## config.mk

```make
export PLATFORM = sky130hd
export DESIGN_NAME = fetch_unit
export DESIGN_NICKNAME = d
export VERILOG_FILES = /design/src/rtl/fetch_unit.sv
export SDC_FILE = /design/constraint.sdc
export NUM_CORES = 1
export LEC_CHECK = 0
export BUFFER_PORTS_ARGS = -buffer_cell sky130_fd_sc_hd__buf_2
export CAP_MARGIN = 5
export CORE_MARGIN = 10
export CORE_UTILIZATION = 30
export CTS_CLUSTER_DIAMETER = 30
export CTS_CLUSTER_SIZE = 24
export DETAILED_ROUTE_END_ITERATION = 8
export PLACE_DENSITY_LB_ADDON = 0.08
export SLEW_MARGIN = 15
export SYNTH_ARGS = -nofsm -noshare
export SYNTH_HDL_FRONTEND = slang
export SYNTH_SLANG_ARGS = --single-unit
```

## constraint.sdc

```tcl
create_clock -name Clk -period 3.3 [get_ports Clk]
set_input_delay 0.66 -clock Clk [delete_from_list [all_inputs] [get_ports Clk]]
set_output_delay 0.66 -clock Clk [all_outputs]
set_load 0.02 [all_outputs]
```

## src/rtl/fetch_unit.sv

```systemverilog
// fetch_unit: program counter, next-PC selection from a writable target table, and start/halt sequencing
module fetch_unit #(
    parameter int PC_W   = 10,
    parameter int LUT_AW = 5
) (
    input  logic              Clk,
    input  logic              Reset,
    input  logic              Start,
    input  logic [PC_W-1:0]   StartAddr,
    input  logic              Halt,
    input  logic              Stall,
    input  logic              jump_en,
    input  logic              branch_en,
    input  logic [LUT_AW-1:0] TargetIdx,
    input  logic              lut_we,
    input  logic [LUT_AW-1:0] lut_addr,
    input  logic [PC_W-1:0]   lut_data,
    output logic [PC_W-1:0]   ProgCtr,
    output logic              Running,
    output logic              Done
);
    typedef enum logic [1:0] {IDLE, RUN, DONE} state_t;

    state_t          state_q, state_d;
    logic [PC_W-1:0] pc_q, pc_d;
    logic            running_q, running_d;
    logic            done_q, done_d;
    logic [PC_W-1:0] lut_q [2**LUT_AW];
    logic [PC_W-1:0] tgt;

    always_comb begin
        tgt     = lut_q[TargetIdx];
        state_d = state_q;
        pc_d    = pc_q;
        if (state_q == RUN) begin
            if (Halt)
                state_d = DONE;
            else if (!Stall)
                pc_d = jump_en ? tgt : branch_en ? pc_q + tgt : pc_q + 1'b1;
        end else if (Start) begin
            state_d = RUN;
            pc_d    = StartAddr;
        end
        running_d = state_d == RUN;
        done_d    = state_d == DONE;
    end

    always_ff @(posedge Clk or negedge Reset) begin
        if (!Reset) begin
            state_q   <= IDLE;
            pc_q      <= '0;
            running_q <= 1'b0;
            done_q    <= 1'b0;
        end else begin
            state_q   <= state_d;
            pc_q      <= pc_d;
            running_q <= running_d;
            done_q    <= done_d;
        end
    end

    // write lands at the edge, so a same-cycle read above still sees the old entry
    always_ff @(posedge Clk or negedge Reset) begin
        if (!Reset) begin
            for (int i = 0; i < 2**LUT_AW; i++) lut_q[i] <= '0;
        end else if (lut_we) begin
            lut_q[lut_addr] <= lut_data;
        end
    end

    assign ProgCtr = pc_q;
    assign Running = running_q;
    assign Done    = done_q;
endmodule

```

==> run metrics <==
run status finished with violations; violated checks negative setup slack; Synth Register Bits 334; Slew @ Worst Pin a little over 800 ps; CP Cell Sequence buf_16 -> bufbuf_16 -> mux4_2 -> mux4_2 -> mux2i_1 -> buf_4 -> nor2_1 -> ha_1 -> buf_4 -> nor3_2 -> nor2_1 -> a2111o_1 -> nand4_1 -> mux2i_1 -> a211o_1 -> a22oi_1; Distinct cells, synth 47; Synth Instances slightly above 1000; grt total ovfl 0; Die X about 250 um; length of the first detailed-routing pass in iterations 4; period utilization 106.7%; # fillers about 4700; cell chosen for the clock root clkbuf_16; Area growth syn-to-layout 33.20%; I/O pin count 50; worst endpoint required time 3810 ps; Max rail drop VDD 0.3969 mV; Clock Tree Buf Depth 3; total CTS buffers 97; vias in the first global route roughly 11000; Final Worst Setup Slack -222.0 ps; Final #Nets about 1300; Post-synth EDFFs 0; I/O Buffers 49; max_cap viols 0; via count 9666; Mapped Area 15630 sq um; syn_area_per_cell 15.34 sq um; WHS Path Cells 2; number of remaining DRC errors 0; Top FF cell, synth dfrtp_1; Synth warnings 0; Worst path slowest cell mux4_2; core area 51410 sq um; Detail Route Antenna Nets 0; initial antenna violation count 6; post-layout util 40.50%; Die ar. 61630 sq um; CP Capture Type register; HP Class primary input to register; CP arrival 4030 ps; drt via density 4.917; htree depth 3; pin count of the biggest net entering global routing 108; Post-Place Cells around 1800; Relative slew margins 45.79%; Starting Density 30.40%; Skew-Pair Late Insertion Delay 600 ps; detailed-route wire length per cell 23.62 um; ratio of cells with drive above 1 in the final layout 57.85%; min Tclk post-route ~3500 ps; Synth async-reset ratio 100.0%; Iteration-0 DRC Markers 473; row cnt 83; WHS around 360 ps; pwr/cell area 819.4 nW/um^2; first-pass GRT wire length 70560 um; CTS tree done; chip height 248.2 um; commonest non-fill, non-tap cell in the layout dfrtp_1; critical path type primary input to register; Slew Limit Fails 0; Synthesized Nets 1067; f_max 0.2839 GHz; sequential area share after synthesis 53.48%; final hold vios 0; clock sinks 334; Total GRT Usage between 10% and 20%; Leakage slightly above 9 nW; ANT cells 0; clock slew at the register clock pins of the worst setup and hold paths 40 ps; post-route setup TNS -348.0 ps; most frequent cells in the layout 334 x dfrtp_1, 315 x mux2_2, 97 x clkbuf_16; skew final 9.684 ps; RSZ-0062 raised after global routing yes; CP Max Fanout 6; Post-Route WL approximately 46000 um; Setup violations, final 4; total power 0.01706 W; hpwl dp 28440 um; Critical Path Max Stage Delay between 500 and 600 ps; Reg2Reg Depth 12; placer congestion estimate between 0.7 and 0.8; Final Non-Filler Cells 1966; startpoint types primary input
==> registers in the layout, summed over array words and instances, names as in the netlist <==
signal	cells
lut_q	320
state_q	2
Running	1
Done	1
ProgCtr	10
==> kinds of logic after synthesis <==
| family | count (synthesis) | share of synthesized area (%) |
|---|---|---|
| xor+xnor | 7 | 0.3923 |
| mux | 434 | 37.90 |
| fa+ha+maj | 10 | 0.8486 |
| flops | 334 | 53.48 |
| buf+inv | 73 | 1.985 |
| simple gates | 108 | 3.266 |
| compound gates | 53 | 2.130 |
==> Yosys cell counts (5+ instances only) <==
library cell | count | area (sq um)
a21oi_1 | 18 | 90.09
buf_1 | 5 | 18.77
buf_2 | 5 | 25.02
clkbuf_1 | 52 | 195.2
dfrtp_1 | 334 | 8358
ha_1 | 9 | 112.6
inv_1 | 5 | 18.77
mux2_1 | 7 | 78.83
mux2_2 | 315 | 3547
mux2i_1 | 18 | 180.2
mux4_2 | 94 | 2117
nand2_1 | 32 | 120.1
nand3_1 | 7 | 35.03
nand3b_1 | 10 | 75.07
nor2_1 | 37 | 138.9
nor3_1 | 5 | 25.02
o21ai_0 | 8 | 40.04
==> power breakdown <==
group,internal [W],switching (W)
Sequential,0.00496,0.000442
Combinational,0.00158,0.00124
Clock,0.00619,0.00264
Total,0.0127,0.00433
==> final timing paths <==
check | startpoint | end | slack (ps)
max | TargetIdx[0] | ProgCtr[9] | -220
min | Start | Running | 360
max reg2reg | lut_q[41] | ProgCtr[9] | -200
min reg2reg | lut_q[192] | lut_q[192] | 480
max in group asynchronous | Reset | lut_q[104] | 1940
min in group asynchronous | Reset | state_q[0] | 490
==> metrics by stage <==
stage	setup slack (ps)	area, sq um
floorplan	-475.6	15730
global placement	-1048	17340
detailed placement	-1023	17340
CTS	-242.0	20780
global route	-375.9	20820
finish	-222.0	20820
==> metal layers <==
metal  vias to the layer above  track usage, %  routed length [um]
met4                         2           4.509                 956
met3                        78           3.513                1967
met2                       197           23.91               21210
met1                      5129           21.51               22280
li1                       4260               -                   -
met5                         -               0                  17
==> what timing repair did <==
item                       in CTS  in global routing
pin swaps                      12                  5
resized for setup              16                  4
gates cloned                    4                  0
hold buffers                    1                  0
hold endpoints to repair       15                  0
setup endpoints to repair       6                  6
setup buffers                  11                  1
==> critical path: cells and delay by family <==
family | cells | cell delay, ps
simple gates | 4 | 390
mux | 4 | 1240
compound gates | 3 | 820
buf+inv | 4 | 710
fa+ha+maj | 1 | 190
==> area by class of cell <==
class	instances	area, sq um	area share (%)
Clock buffer	134	2786	13.38
Tap cell	680	850.8	4.087
Inverter	6	22.52	0.1082
Clock inverter	43	391.6	1.881
Timing Repair Buffer	157	1380	6.629
Multi-Input combinational cell	612	7028	33.76
Sequential cell	334	8358	40.15
(Power assumes the default switching activity.)
